==> config.mk <==
export PLATFORM = sky130hd
export DESIGN_NAME = tlb_miss_handler
export DESIGN_NICKNAME = d
export VERILOG_FILES = /design/src/rtl/tlb_mh_pkg.sv /design/src/rtl/tlb_walk_timer.sv /design/src/rtl/tlb_miss_handler.sv
export SDC_FILE = /design/constraint.sdc
export NUM_CORES = 1
export LEC_CHECK = 0
export BUFFER_PORTS_ARGS = -buffer_cell sky130_fd_sc_hd__buf_2
export CAP_MARGIN = 25
export CORE_AREA = 2 2 104 106
export DETAILED_ROUTE_END_ITERATION = 6
export DIE_AREA = 0 0 106 108
export PLACE_DENSITY_LB_ADDON = 0.3
export REMOVE_ABC_BUFFERS = 1
export SETUP_SLACK_MARGIN = 0.5
export SYNTH_ARGS = -nofsm -noshare
export SYNTH_HDL_FRONTEND = slang
export SYNTH_SLANG_ARGS = --single-unit
==> constraint.sdc <==
create_clock -name clk -period 2.66 [get_ports clk]
set_input_delay 0.532 -clock clk [delete_from_list [all_inputs] [get_ports clk]]
set_output_delay 0.532 -clock clk [all_outputs]
set_load 0.02 [all_outputs]
==> src/rtl/tlb_mh_pkg.sv <==
// Shared types and constants for the TLB miss handler.
//   state_e        : controller FSM states
//   PTE layout     : valid in bit 0, physical page number in [31:12]
//   pte_addr()     : byte address of the PTE for a virtual address
package tlb_mh_pkg;

  typedef enum logic [2:0] {
    S_IDLE,
    S_LOOKUP,
    S_WALK_REQ,
    S_WALK_WAIT,
    S_FILL,
    S_RESP
  } state_e;

  localparam int PAGE_OFFSET_W = 12;
  localparam int PTE_SIZE_LOG2 = 2;
  localparam int PTE_VALID_BIT = 0;
  localparam int PTE_PPAGE_MSB = 31;
  localparam int PTE_PPAGE_LSB = PAGE_OFFSET_W;
  localparam int PPAGE_W       = PTE_PPAGE_MSB - PTE_PPAGE_LSB + 1;

  // Linear table: one 4-byte PTE per virtual page; the sum wraps at 2^32.
  function automatic logic [31:0] pte_addr(input logic [31:0] base,
                                           input logic [31:0] va);
    logic [31:0] w_off;
    w_off = 32'(va[31:PAGE_OFFSET_W]) << PTE_SIZE_LOG2;
    return base + w_off;
  endfunction

endpackage

==> src/rtl/tlb_walk_timer.sv <==
// Page-walk timeout timer (built only with TLB_MH_TIMEOUT_EN).
//   clk, reset   : clock, synchronous active-high reset
//   i_load       : reload on the cycle before the walk starts
//   i_run        : walk in progress (WALK_REQ or WALK_WAIT)
//   o_expired    : the walk has spent TIMEOUT_CYCLES cycles without a response
module tlb_walk_timer #(
  parameter int unsigned TIMEOUT_CYCLES = 256
) (
  input  logic clk,
  input  logic reset,
  input  logic i_load,
  input  logic i_run,
  output logic o_expired
);

  localparam int CNT_W = $clog2(TIMEOUT_CYCLES + 1);
  localparam logic [CNT_W-1:0] LOAD_VAL = CNT_W'(TIMEOUT_CYCLES - 1);

  logic [CNT_W-1:0] r_cnt;

  // Down-counter: holds TIMEOUT_CYCLES-1 in the first walk cycle, so the
  // terminal count is seen in the TIMEOUT_CYCLES-th walk cycle.
  always_ff @(posedge clk) begin
    if (reset) begin
      r_cnt <= '0;
    end else if (i_load) begin
      r_cnt <= LOAD_VAL;
    end else if (i_run && (r_cnt != '0)) begin
      r_cnt <= r_cnt - CNT_W'(1);
    end
  end

  assign o_expired = i_run && (r_cnt == '0);

endmodule

==> src/rtl/tlb_miss_handler.sv <==
// TLB miss handler: queries the TLB, walks a single-level linear page table
// on a miss, fills the TLB and returns the physical address or a fault.
// Ports:
//   clk, reset                        : clock, synchronous active-high reset
//   req_*                             : translation request (ready only in IDLE)
//   resp_*                            : result; paddr/fault zero unless resp_valid
//   tlb_query_*, tlb_hit, tlb_paddr   : TLB lookup port (combinational hit)
//   mmu_update_valid, mmu_vaddr/paddr : one-cycle TLB fill
//   mem_req_*, mem_rsp_*              : PTE read port
// Optional: define TLB_MH_TIMEOUT_EN to abort walks after TIMEOUT_CYCLES.
//
// state       | meaning
// ------------+--------------------------------------------
// S_IDLE      | waiting for a request
// S_LOOKUP    | querying the TLB with the latched vaddr
// S_WALK_REQ  | issuing the PTE read, held until accepted
// S_WALK_WAIT | waiting for the PTE data
// S_FILL      | writing the valid PTE into the TLB
// S_RESP      | presenting the result until accepted
module tlb_miss_handler
  import tlb_mh_pkg::*;
#(
  parameter logic [31:0] PT_BASE        = 32'h0010_0000,
  parameter int unsigned TIMEOUT_CYCLES = 256
) (
  input  logic        clk,
  input  logic        reset,
  input  logic        req_valid,
  output logic        req_ready,
  input  logic [31:0] req_vaddr,
  output logic        resp_valid,
  input  logic        resp_ready,
  output logic [31:0] resp_paddr,
  output logic        resp_fault,
  output logic        tlb_query_valid,
  output logic [31:0] tlb_query_vaddr,
  input  logic        tlb_hit,
  input  logic [31:0] tlb_paddr,
  output logic        mmu_update_valid,
  output logic [31:0] mmu_vaddr,
  output logic [31:0] mmu_paddr,
  output logic        mem_req_valid,
  input  logic        mem_req_ready,
  output logic [31:0] mem_req_addr,
  input  logic        mem_rsp_valid,
  input  logic [31:0] mem_rsp_data
);

  state_e             r_state;
  state_e             w_next;
  logic [31:0]        r_va;
  logic [PPAGE_W-1:0] r_ppage;
  logic [31:0]        r_paddr;
  logic               r_fault;
  logic               w_timeout;
  logic               w_pte_valid;

  assign w_pte_valid = mem_rsp_data[PTE_VALID_BIT];

`ifdef TLB_MH_TIMEOUT_EN
  logic w_timer_load;
  logic w_timer_run;

  assign w_timer_load = (r_state == S_LOOKUP) && !tlb_hit;
  assign w_timer_run  = (r_state == S_WALK_REQ) || (r_state == S_WALK_WAIT);

  tlb_walk_timer #(
    .TIMEOUT_CYCLES(TIMEOUT_CYCLES)
  ) u_timer (
    .clk       (clk),
    .reset     (reset),
    .i_load    (w_timer_load),
    .i_run     (w_timer_run),
    .o_expired (w_timeout)
  );
`else
  logic w_unused_cfg;
  assign w_unused_cfg = (TIMEOUT_CYCLES == 0);
  assign w_timeout    = 1'b0;
`endif

  // PTE attribute bits [11:1] carry nothing this handler uses.
  logic w_unused_pte;
  assign w_unused_pte = ^mem_rsp_data[PTE_PPAGE_LSB-1:PTE_VALID_BIT+1];

  always_ff @(posedge clk) begin
    if (reset) r_state <= S_IDLE;
    else       r_state <= w_next;
  end

  always_comb begin
    w_next           = r_state;
    req_ready        = 1'b0;
    resp_valid       = 1'b0;
    resp_paddr       = '0;
    resp_fault       = 1'b0;
    tlb_query_valid  = 1'b0;
    tlb_query_vaddr  = '0;
    mmu_update_valid = 1'b0;
    mmu_vaddr        = '0;
    mmu_paddr        = '0;
    mem_req_valid    = 1'b0;
    mem_req_addr     = '0;
    case (r_state)
      S_IDLE: begin
        req_ready = 1'b1;
        if (req_valid) w_next = S_LOOKUP;
      end
      S_LOOKUP: begin
        tlb_query_valid = 1'b1;
        tlb_query_vaddr = r_va;
        w_next          = tlb_hit ? S_RESP : S_WALK_REQ;
      end
      S_WALK_REQ: begin
        mem_req_valid = 1'b1;
        mem_req_addr  = pte_addr(PT_BASE, r_va);
        if (w_timeout)          w_next = S_RESP;
        else if (mem_req_ready) w_next = S_WALK_WAIT;
      end
      S_WALK_WAIT: begin
        // A response landing on the timeout cycle takes priority.
        if (mem_rsp_valid) w_next = w_pte_valid ? S_FILL : S_RESP;
        else if (w_timeout) w_next = S_RESP;
      end
      S_FILL: begin
        mmu_update_valid = 1'b1;
        mmu_vaddr        = r_va;
        mmu_paddr        = {r_ppage, {PAGE_OFFSET_W{1'b0}}};
        w_next           = S_RESP;
      end
      S_RESP: begin
        resp_valid = 1'b1;
        resp_paddr = r_paddr;
        resp_fault = r_fault;
        if (resp_ready) w_next = S_IDLE;
      end
      default: w_next = S_IDLE;
    endcase
  end

  always_ff @(posedge clk) begin
    if (reset) begin
      r_va    <= '0;
      r_ppage <= '0;
      r_paddr <= '0;
      r_fault <= 1'b0;
    end else begin
      case (r_state)
        S_IDLE: if (req_valid) r_va <= req_vaddr;
        S_LOOKUP: begin
          if (tlb_hit) begin
            r_paddr <= tlb_paddr;
            r_fault <= 1'b0;
          end
        end
        S_WALK_REQ: begin
          if (w_timeout) begin
            r_paddr <= '0;
            r_fault <= 1'b1;
          end
        end
        S_WALK_WAIT: begin
          if (mem_rsp_valid) begin
            r_ppage <= mem_rsp_data[PTE_PPAGE_MSB:PTE_PPAGE_LSB];
            if (!w_pte_valid) begin
              r_paddr <= '0;
              r_fault <= 1'b1;
            end
          end else if (w_timeout) begin
            r_paddr <= '0;
            r_fault <= 1'b1;
          end
        end
        S_FILL: begin
          r_paddr <= {r_ppage, r_va[PAGE_OFFSET_W-1:0]};
          r_fault <= 1'b0;
        end
        default: ;
      endcase
    end
  end

endmodule

==> results.md <==
- Achievable Freq: 0.465 GHz
- Internal power: a little under 3 mW
- Initial antenna violation count: 0
- Die Footprint: about 11000 µm²
- CTS Hold Bufs: 0
- Post-synth EDFFs: 0
- Worst-path fanout max: 26
- Core area: 10200 µm²
- CTS Buf Count: 9
- Switch Pwr: just under 2 mW
- Hold path endpoint: r_va[15]
- Post-synthesis sequential area ratio: a little over a third
- Final routed DRC violation total: 0
- Min-delay src: req_vaddr[15]
- CP required: ~2.1 ns
- Leading area contributor after synthesis: dfxtp_1
- Diode count: 0
- Post-synthesis compound-gate area fraction: between 10% and 20%
- Leak: 3.38 nW
- Final hold violations: 0
- Worst skew pair latency: approximately 0.36 ns
- Area Growth Syn to Fin: 34.5%
- DP Wirelength: between 10000 and 15000 µm
- RSZ-0062 raised after global routing: true
- CP Capture Type: output pin
- Peak supply drop: around 0.00038 V
- Sw frac: between 40% and 50%
- Synth Area in Simple Gates: a little over a third
- WHS Path Cells: 3
- Syn Inst Count: roughly 670
- Yosys cell types: 33
- Largest net degree at the start of global routing: 54
- First-pass GRT wire length: 24600 µm
- Clk sinks: slightly below 90
- TritonCTS clock tree: built
- Post-place setup slack: between 0.4 and 0.5 ns
- Prevailing post-synth register cell: dfxtp_1
- Clock slew at reported path FFs: 0.09 ns
- CP startpoint kind: flip-flop
- FF-to-FF Start: r_state[1]
- Mux cell area share after synthesis: less than 1%
- Syn Area/Cell: between 7 and 8 µm²
- Combinational share of power: ~44%
- Antenna viol nets, final: 0
- Fin crit share: roughly four fifths
- R2R setup slack: between 0.6 and 0.7 ns
- Arrival time worst endpoint: around 1.6 ns
- Clk network pwr share: between 20% and 30%
- Die height: about 110 µm
- GPL Wtd Cong: roughly 0.8
- Port Buffers: between 200 and 250
- Slew Limit Fails: 0
- MaxCap Viol Count: 0
- Dpl cells: 992
- Number of setup violations in the final report: 0
- Final Net Count: 986
- Rows: 37
- Final WS setup: between 0.5 and 0.6 ns
- Synth Area in XOR/XNOR: 0%
- Main combinational cell family by area after synthesis: simple AND/OR/NAND/NOR gates
- Drt wl/cell: 16.1 µm
- H-tree Lvls: 3
- Die width: around 110 µm
- Drt pass-1 iters: 6
- Clock tree buffer depth: 2
- IO Pins: about 270
- Syn. warnings: 0
- Initial DRC count: between 300 and 400
- DR vias/cell: approximately 5.4
- Starting Density: just under 50%
- Synth area leaders: dfxtp_1, and2_1, nand2_1
- Min-Delay Path Class: primary input to flip-flop
- Flop pwr share: 34.9%
- Worst clock skew: 0.00695 ns
- Share of flip-flops with an asynchronous set or reset: 0%
- Vias in the first global route: between 4000 and 5000
- Fin crit period: between 2 and 2.5 ns
- Post-synth top area share: a little over a third
- Overall via count from detail_route: ~5500
- Flops & latches, synth: 88
- Reg-to-Reg End: r_paddr[13]
- Worst slew pin tran: between 0.6 and 0.7 ns
- Synth Area in Adders: less than 1%
- Max-slew headroom: 58.6%
- Status: completed
- WL final: between 15000 and 20000 µm
- R2r worst-path depth: 5
- Commonest non-fill, non-tap cells in the layout: buf_2, nand2_1, a21oi_1, and2_1, dfxtp_1
- Total track usage: a little over a quarter
- Most common cell after layout, fill and taps aside: buf_2
- Netlist Area Pre-Place: 4920 µm²
- PwrDens: around 730 nW/µm²
- Layout cells sized above 1: ~33%
- CP Class: flip-flop to output pin
- Root Buffer: clkbuf_8
- Final std cells w/o fill: between 1000 and 1500
- Remaining global-route overflow: 0
[synthesized netlist by cell type (2+ instances only)]
master and instances:
and3_1 53, o22ai_1 12, clkbuf_1 57, nor2b_1 2, a21oi_1 99, buf_2 4, nand3b_1 21, nor3_1 2
nand2b_1 2, a21o_1 21, buf_4 23, or3_1 11, nand2_1 139, and2_1 86, inv_1 4, nor2_1 8
o41ai_1 2, dfxtp_1 88, buf_1 3, o2111ai_1 21
[sequential cells by signal, indices dropped and copies added, names as in the netlist]
name / flops
r_paddr: 32
r_ppage: 20
r_va: 32
r_fault: 1
r_state: 3
[what timing repair did]
action / CTS / global route
pin swaps: 1 / 1
resized for setup: 24 / 10
setup buffers: 9 / 2
endpoints found under the setup margin: 142 / 93
gates cloned: 3 / 1
[worst max-delay path, cell delays in order (launching register included)]
cell,delay [ns]
dfxtp_4,0.35
buf_4,0.17
nor2_4,0.17
clkbuf_16,0.24
and3_1,0.17
buf_2,0.16
[cell families (layout without fill, tap and decap cells)]
logic type                 Yosys count  in the layout
DFF                                 88             88
adders and majority gates            1              1
and+or+nand+nor                    329            329
other                                1             23
muxes                                1              1
buffers and inverters               92            286
AOI/OAI and AO/OA                  159            159
[through the flow]
| step | TNS [ns] | util [%] | hold WS (ns) | area (µm²) | power (mW) |
|---|---|---|---|---|---|
| floorplan | -225.03 | - | 0.421 | 4570 | 2.80 |
| global placement | 0 | 59.6 | 0.435 | 6100 | 3.44 |
| detailed placement | 0 | 59.6 | 0.440 | 6100 | 3.51 |
| CTS | 0 | 64.0 | 0.390 | 6550 | 4.75 |
| global route | 0 | 64.7 | 0.396 | 6620 | 5.14 |
| finish | 0 | 64.7 | 0.396 | 6620 | 4.86 |
[worst max path at each step]
stage | start | to | slack (ns) | cells after the start
floorplan | r_state[0] | mmu_paddr[12] | -1.53 | 2
global placement | tlb_hit | r_paddr[21] | 0.51 | 5
detailed placement | tlb_hit | r_paddr[13] | 0.44 | 5
CTS | r_state[1] | mmu_paddr[13] | 0.48 | 5
global route | r_state[1] | resp_paddr[20] | 0.45 | 5
finish | r_state[1] | mmu_paddr[15] | 0.51 | 5
[area by class of cell]
type / instances / area [µm²]
multi-input combinational: 513 / 2840
sequential: 88 / 1770
timing repair buffer: 266 / 1600
clock inverter: 6 / 82.6
clock buffer: 10 / 138
tap: 136 / 170
inverter: 4 / 15.0
fill: 947 / 3610
[layer usage]
layer | GRT usage (%) | part of all wire [%]
met2 | 47.9 | 50
met1 | 32.8 | 40
met3 | 4.94 | 8.6
met4 | 8.65 | 1.3
met5 | 0 | 0
[power groups by stage]
stage | Sequential [mW] | Combinational (mW) | Clock (mW)
floorplan | 1.72 | 1.08 | 0
global placement | 1.73 | 1.72 | 0
detailed placement | 1.74 | 1.77 | 0
CTS | 1.69 | 2.02 | 1.04
global route | 1.72 | 2.32 | 1.09
finish | 1.70 | 2.13 | 1.03
Power figures use the tool's default switching activity.
